$ cat src/rtl/pe_row_scheduler.sv
// Row sequencer for a single PE: fetches operands per row, then issues one FMA
// every FMA_LAT cycles across every MAC of every window, flagging finished windows and jobs.
module pe_row_scheduler #(
    parameter int CHANNEL = 2,
    parameter int NUM1    = 14,
    parameter int NUM2    = 5,
    parameter int FMA_LAT = 3,
    parameter int ROWW    = 8,
    localparam int MACS   = CHANNEL * NUM2,
    localparam int NWIN   = NUM1 + 1 - NUM2,
    localparam int C1W    = (MACS > 1) ? $clog2(MACS) : 1,
    localparam int C2W    = (NWIN > 1) ? $clog2(NWIN) : 1
) (
    input  logic            clk,
    input  logic            rst,
    input  logic            start,
    input  logic [ROWW-1:0] num_rows,
    input  logic            abort,
    output logic            ld_req,
    output logic            ld_w,
    input  logic            ld_ack,
    output logic            pe_en,
    output logic [C1W-1:0]  count1,
    output logic [C2W-1:0]  count2,
    output logic            out_valid,
    output logic [ROWW-1:0] row_idx,
    output logic            busy,
    output logic            done
);

    // WAIT lasts FMA_LAT-1 cycles; the counter runs 0..FMA_LAT-2.
    localparam int WW = (FMA_LAT > 2) ? $clog2(FMA_LAT - 1) : 1;
    localparam logic [WW-1:0]  WAIT_LAST = WW'((FMA_LAT > 1) ? FMA_LAT - 2 : 0);
    localparam logic [C1W-1:0] C1_LAST   = C1W'(MACS - 1);
    localparam logic [C2W-1:0] C2_LAST   = C2W'(NWIN - 1);

    typedef enum logic [2:0] {
        S_IDLE,
        S_LOAD,
        S_RUN,
        S_WAIT,
        S_EMIT,
        S_DONE
    } state_t;

    state_t          state, state_n;
    logic [C1W-1:0]  count1_n;
    logic [C2W-1:0]  count2_n;
    logic [ROWW-1:0] row_idx_n;
    logic [ROWW-1:0] rows_q, rows_n;
    logic [WW-1:0]   wait_cnt, wait_cnt_n;
    logic            advance;
    logic            more_rows;

    // Widened compare so num_rows of all-ones cannot overflow the row_idx+1 term.
    assign more_rows = ({1'b0, row_idx} + (ROWW + 1)'(1)) < {1'b0, rows_q};

    // NOTE: sequential state uses non-blocking assignments so every register
    // samples the pre-edge values of the others, independent of statement order.
    always_ff @(posedge clk or posedge rst) begin
        if (rst) begin
            state    <= S_IDLE;
            count1   <= '0;
            count2   <= '0;
            row_idx  <= '0;
            rows_q   <= '0;
            wait_cnt <= '0;
        end else begin
            state    <= state_n;
            count1   <= count1_n;
            count2   <= count2_n;
            row_idx  <= row_idx_n;
            rows_q   <= rows_n;
            wait_cnt <= wait_cnt_n;
        end
    end

    // NOTE: every signal assigned here gets a default first, so no path through
    // the case statement can leave one unassigned and infer a latch.
    always_comb begin
        state_n    = state;
        count1_n   = count1;
        count2_n   = count2;
        row_idx_n  = row_idx;
        rows_n     = rows_q;
        wait_cnt_n = wait_cnt;
        advance    = 1'b0;
        ld_req     = 1'b0;
        ld_w       = 1'b0;
        pe_en      = 1'b0;
        out_valid  = 1'b0;
        busy       = 1'b0;
        done       = 1'b0;

        case (state)
            S_IDLE: begin
                if (start) begin
                    if (num_rows != '0) begin
                        rows_n    = num_rows;
                        row_idx_n = '0;
                        state_n   = S_LOAD;
                    end else begin
                        state_n   = S_DONE;
                    end
                end
            end
            S_LOAD: begin
                ld_req = 1'b1;
                ld_w   = (row_idx == '0);
                busy   = 1'b1;
                if (ld_ack) begin
                    count1_n = '0;
                    count2_n = '0;
                    state_n  = S_RUN;
                end
            end
            S_RUN: begin
                pe_en      = 1'b1;
                busy       = 1'b1;
                wait_cnt_n = '0;
                if (FMA_LAT > 1) state_n = S_WAIT;
                else             advance = 1'b1;
            end
            S_WAIT: begin
                busy = 1'b1;
                if (wait_cnt == WAIT_LAST) advance = 1'b1;
                else                       wait_cnt_n = wait_cnt + WW'(1);
            end
            S_EMIT: begin
                out_valid = 1'b1;
                busy      = 1'b1;
                count1_n  = '0;
                if (count2 < C2_LAST) begin
                    count2_n = count2 + C2W'(1);
                    state_n  = S_RUN;
                end else if (more_rows) begin
                    row_idx_n = row_idx + ROWW'(1);
                    state_n   = S_LOAD;
                end else begin
                    state_n   = S_DONE;
                end
            end
            S_DONE: begin
                done    = 1'b1;
                state_n = S_IDLE;
            end
            default: state_n = S_IDLE;
        endcase

        // The previous partial sum is now available: issue the next MAC or close the window.
        if (advance) begin
            if (count1 < C1_LAST) begin
                count1_n = count1 + C1W'(1);
                state_n  = S_RUN;
            end else begin
                state_n  = S_EMIT;
            end
        end

        // Abort beats every transition, including a start seen in IDLE; counters hold.
        if (abort) begin
            state_n   = S_IDLE;
            count1_n  = count1;
            count2_n  = count2;
            row_idx_n = row_idx;
            rows_n    = rows_q;
        end
    end

endmodule
$ cat config.mk
export PLATFORM = sky130hd
export DESIGN_NAME = pe_row_scheduler
export DESIGN_NICKNAME = d
export VERILOG_FILES = /design/src/rtl/pe_row_scheduler.sv
export SDC_FILE = /design/constraint.sdc
export NUM_CORES = 1
export LEC_CHECK = 0
export CORE_AREA = 5 5 66 68
export DETAILED_ROUTE_END_ITERATION = 6
export DIE_AREA = 0 0 71 73
export GPL_TIMING_DRIVEN = 0
export PLACE_DENSITY_LB_ADDON = 0.2
export REMOVE_ABC_BUFFERS = 1
export SYNTH_ARGS = -nofsm -noshare
export SYNTH_HDL_FRONTEND = slang
export SYNTH_SLANG_ARGS = --single-unit
$ cat constraint.sdc
create_clock -name clk -period 3.25 [get_ports clk]
set_clock_uncertainty 0.05 [all_clocks]
set_input_delay 0.4875 -clock clk [delete_from_list [all_inputs] [get_ports clk]]
set_output_delay 0.4875 -clock clk [all_outputs]
set_load 0.02 [all_outputs]
# After elaboration in Yosys (flattened, before gate mapping)
# Cells that the tools add are included.
# Widths: inputs -> output; s select.
dict set report word_totals {
  ff_bits 28
  out_inout_bits 22
  word_cells 71
  inputBits 13
}
dict set report op_classes {
  n_eq_ne 14
  bitwise 1
  magnitude_cmp 3
  add_sub_neg 5
  reduce_logical 11
  mux 31
}
# op count
set op_table {}
lappend op_table {{$mux 8} 4}
lappend op_table {{$mux 3} 8}
lappend op_table {{$mux 4} 5}
lappend op_table {{$pmux 4 s2} 2}
lappend op_table {{$pmux 8 s2} 1}
lappend op_table {{$pmux 3 s5} 1}
lappend op_table {{$ne 2x2->1 const B} 6}
lappend op_table {{$add 8x1->9 const B} 1}
lappend op_table {{$lt 9x8->1} 1}
lappend op_table {{$mux 1} 9}
lappend op_table {{$add 4x1->4 const B} 2}
lappend op_table {{$add 8x1->8 const B} 1}
lappend op_table {{$logic_not 8->1} 1}
lappend op_table {{$lt 4x4->1 const B} 2}
lappend op_table {{$ne 4x4->1 const B} 2}
lappend op_table {{$reduce_and 4->1} 2}
lappend op_table {{$reduce_bool 8->1} 1}
lappend op_table {{$eq 3x2->1 const B} 2}
lappend op_table {{$eq 3x3->1 const B} 2}
lappend op_table {{$reduce_and 6->1} 1}
lappend op_table {{$reduce_bool 2->1} 3}
lappend op_table {{$reduce_or 4->1} 1}
lappend op_table {{$eq 3x1->1 const B} 1}
lappend op_table {{$logic_not 3->1} 1}
lappend op_table {{other kinds (5)} 5}

# Logic depth before layout (Yosys ltp)
dict set report depth {
  ltp_word 7
  depth_mapped 12
  ltp_nobuf 11
}

# Worst setup path before layout
# No wires, ideal clock.
dict set report synth_path {
  kind {reg-to-reg}
  start {reg row_idx[2]}
  end {reg row_idx[2]}
  stages_incl_launch_ff 13
  t_required_ns 3.099
  period_less_slack_ns 3.071
  t_arrival_ns 2.921
  n_path_buf 2
  setup_time_ns 0.101
  setup_slack_ns 0.179
  path_cell_list {dfrtp_1 buf_2 and3_1 nand3_1 xnor2_1 inv_1 ha_1 and3_4 a221oi_2 o41ai_2 or4b_1 buf_2 o311ai_2}
}
dict set report synth_via {
  elab_chain_len 4
  word_cells_on_any_way 8
  classes_between {2 x add/sub; 1 x order compare; 1 x eq/ne; 3 x mux; 1 x reduce/logical}
}
# element line_no
set synth_lines {}
lappend synth_lines {{start, declared} 26} ;# output logic [ROWW-1:0] row_idx,
lappend synth_lines {{start signal, assigned} 72} ;# row_idx <= row_idx_n;
lappend synth_lines {{$add 8x1->9 / $add 8x1->8 (equally long branches)} {56, 137}}
lappend synth_lines {{$lt 9x8->1 / $mux 8 (equally long branches)} {56, 136}}
lappend synth_lines {{$ne 2x2->1 (no source line) / $mux 8 (equally long branches)} n/a}
lappend synth_lines {{$reduce_and 6->1 (no source line) / $pmux 8 s2 (equally long branches)} n/a}
# Several ways; a longest one is shown, not always the timed one. The select of a mux whose other input is x is not followed.
# A chain may end at the register's enable or synchronous reset.

# Worst setup path after layout
dict set report layout_path {
  start {reg row_idx[1]}
  end {reg row_idx[2]}
}
# Same word-level chain as after synthesis.

==> out/qor.yml <==
die:
  std_cell_rows: 23
  die_w_um: 71
  die_h_um: 73
  die_area_mm2: 0.00518
  initial_utilization: 0.486
  pin_count: 35
  core_area_mm2: 0.00380
global_route:
  antenna_found_initial: 0
  grt_pass1_vias: 1613
  grt_pass1_wl_mm: 7.37
  grt_usage: 0.176
  gr-total-overflow: 0
  grt_start_max_net_pins: 29
synthesis:
  synth_seq_cells: 28
  synth_edf_count: 0
  yosysTopAreaCell: "dfrtp_1"
  synth_async_sr_flop_share: 1.00
  ys_warn_count: 0
  synth.distinct_cells: 51
  yosysSeqAreaShare: 0.380
  synth_cells: 209
  synth_area_mm2: 0.00184
  postSynthAreaPerCell_um2: 8.82
  synth_area_leaders: "dfrtp_1 38%, ha_1 8.8%, nand2_1 6.3%, inv_1 4.9%, o21ai_0 3.3%"
  synth_ff_type: "dfrtp_1"
  synth_top_cell_area_share: 0.380
sta:
  fin_tns_setup_ns: 0
  max_freq_ghz: 0.322
  maxSlewViolCount: 0
  setup_ws_ns: 0.141
  worst_pin_slew_ns: 1.09
  slew_headroom: 0.275
  layout_min_cycle_time_ns: 3.11
  hold_viol: 0
  setup_violations: 0
  rsz0062_at_grt: "false"
  period_share: 0.957
clocking:
  cts_tree: "yes"
  cts.sinks: 28
  numCtsBuffers: 3
  cts_root_buf: "clkbuf_8"
  htree_levels: 1
  insertion_delay_ns: 0.28
  path_clk_slew_ns: 0.11
  cts_buffer_depth: 2
job:
  cap_viol_max_count: 0
detailed_routing:
  drc: 0
  vias: 1625
  post_drt_wl_per_cell_um: 14.6
  wl_met2_mm: 2.19
  drt_wl_total_mm: 4.34
  top_layer_used: "met4"
  drt-initial-drc-count: 58
  firstDrtPassIters: 5
  ant_nets: 0
  met1Wirelength_mm: 1.99
  via_per_inst: 5.49
  wl_met3_um: 109
setup_path:
  max_stage_delay_ns: 0.65
  crit_type: "reg -> reg"
  cp.required_ns: 3.39
  cp.arrival_ns: 3.25
  critPathSlowestCell: "or4b_4"
  worstPathMaxFanout: 8
  worstPathCellList: "ha_2 > nand3_4 > nor2_1 > xnor2_1 > inv_1 > ha_1 > and3_4 > a221oi_2 > o41ai_2 > or4b_4 > o311ai_2"
  critPathTopFamily: "simple AND/OR/NAND/NOR gates"
  cp-end-kind: "flop"
  cp_num_buf_inv: 1
  setup.worst_path.start_class: "flop"
placed_design:
  routabilityCongestion: 0.786
  hpwl_mm: 3.19
  portBuffers: 34
  post-place-ws_ns: -0.0470
min_path:
  min_path_type: "reg -> reg"
cells_and_area:
  diodes: 0
  drive_gt1_frac: 0.110
  n_fill_cell: 356
  fin_nets: 274
  syn_to_final_growth_pct: 25.9
status:
  status: "finished, final reports clean"
power_and_ir_drop:
  leakagePower_nw: 1.02
  peakVddDrop_mv: 0.281
  power.density_mw_per_mm2: 461
  power_mw: 1.07
## cells in the mapped netlist, types with 3 or more instances
cell type and n:
xnor2_1 4, nand2_1 31, dfrtp_1 28, nor2_1 16
a21o_1 3, nor2b_1 3, nand2b_1 3, o221ai_1 4
buf_2 3, nor3_1 4, ha_1 13, inv_1 24
o311ai_0 3, o21ai_0 12, nand3_1 6, a21oi_1 8
## cell families after synthesis
group / after synthesis / share of synthesized area
XOR/XNOR: 5 / 0.0237
AO/OA/AOI/OAI: 49 / 0.195
buffers and inverters: 29 / 0.0611
AND/OR/NAND/NOR: 81 / 0.229
adder cells (fa/ha/maj): 13 / 0.0882
multiplexers: 4 / 0.0231
flip-flops: 28 / 0.380
## cell type report
type                            instances  area (um2)  share of cell area
Tap cell                               50        62.6              0.0269
Timing Repair Buffer                   39         378               0.163
Multi-Input combinational cell        152        1040               0.449
Inverter                               24        90.1              0.0388
Sequential cell                        28         707               0.304
Clock buffer                            3        41.3              0.0178
## repair_timing
action | 4_1_cts | 5_1_grt
setup endpoints to repair | 8 | 8
hold buffers | 0 | 0
gates resized for setup | 2 | 7
setup buffers | 0 | 5
pin swaps | 0 | 0
## stage by stage
step	area (um2)	utilization	instances	hold WS, ns
after CTS	2270	0.598	291	0.477
final	2320	0.611	296	0.476
after detailed placement	2220	0.586	288	0.455
after global routing	2320	0.611	296	0.491
after global placement	2220	0.586	288	0.452
after floorplan	1820	-	204	0.408
## per-layer routing
metal / up-vias / global-route usage
met5: - / 0
met4: 0 / 0.0522
met3: 5 / 0.0275
met2: 25 / 0.318
met1: 782 / 0.216
li1: 813 / -
## cell usage in the layout (no fill, tap or decap), types with 4 or more instances in the layout
cell	Yosys	routed
a21oi_1	8	8
nand2_1	31	31
o21ai_0	12	11
dfrtp_2	0	5
xnor2_1	4	4
ha_1	13	12
dfrtp_1	28	23
nand3_1	6	6
inv_1	24	24
clkdlybuf4s50_1	0	34
nor3_1	4	4
nor2_1	16	16
buf_4	0	5
## path summary, 6_finish.rpt
| check | start | slack (ns) | cells past startpoint | endpoint |
|---|---|---|---|---|
| worst max-delay path | row_idx[1] | 0.14 | 11 | row_idx[2] |
| worst min-delay path | rows_q[0] | 0.48 | 1 | rows_q[0] |
| worst max register to register | row_idx[1] | 0.14 | 11 | row_idx[2] |
| worst min register to register | rows_q[0] | 0.48 | 1 | rows_q[0] |
| max in group asynchronous | rst | 1.71 | 2 | row_idx[6] |
| min in group asynchronous | rst | 0.71 | 2 | row_idx[1] |
## worst register-to-register path, stage by stage, from the launching register on
cell and delay (ns):
dfrtp_2 0.43, ha_2 0.24, nand3_4 0.10, nor2_1 0.15, xnor2_1 0.17, inv_1 0.08, ha_1 0.30, and3_4 0.18
a221oi_2 0.27, o41ai_2 0.19, or4b_4 0.65, o311ai_2 0.23
## registers in the layout, indices dropped and copies added (netlist names)
signal	cells
row_idx	8
rows_q	8
count1	4
count2	4
state	3
wait_cnt	1
## where the power goes
group / internal (mW) / total [mW] / switching [mW]
sequential: 0.413 / 0.475 / 0.0619
combinational: 0.181 / 0.396 / 0.215
clock: 0.0835 / 0.199 / 0.115
total: 0.678 / 1.07 / 0.392
No activity file was read; power rests on OpenSTA's default activity.
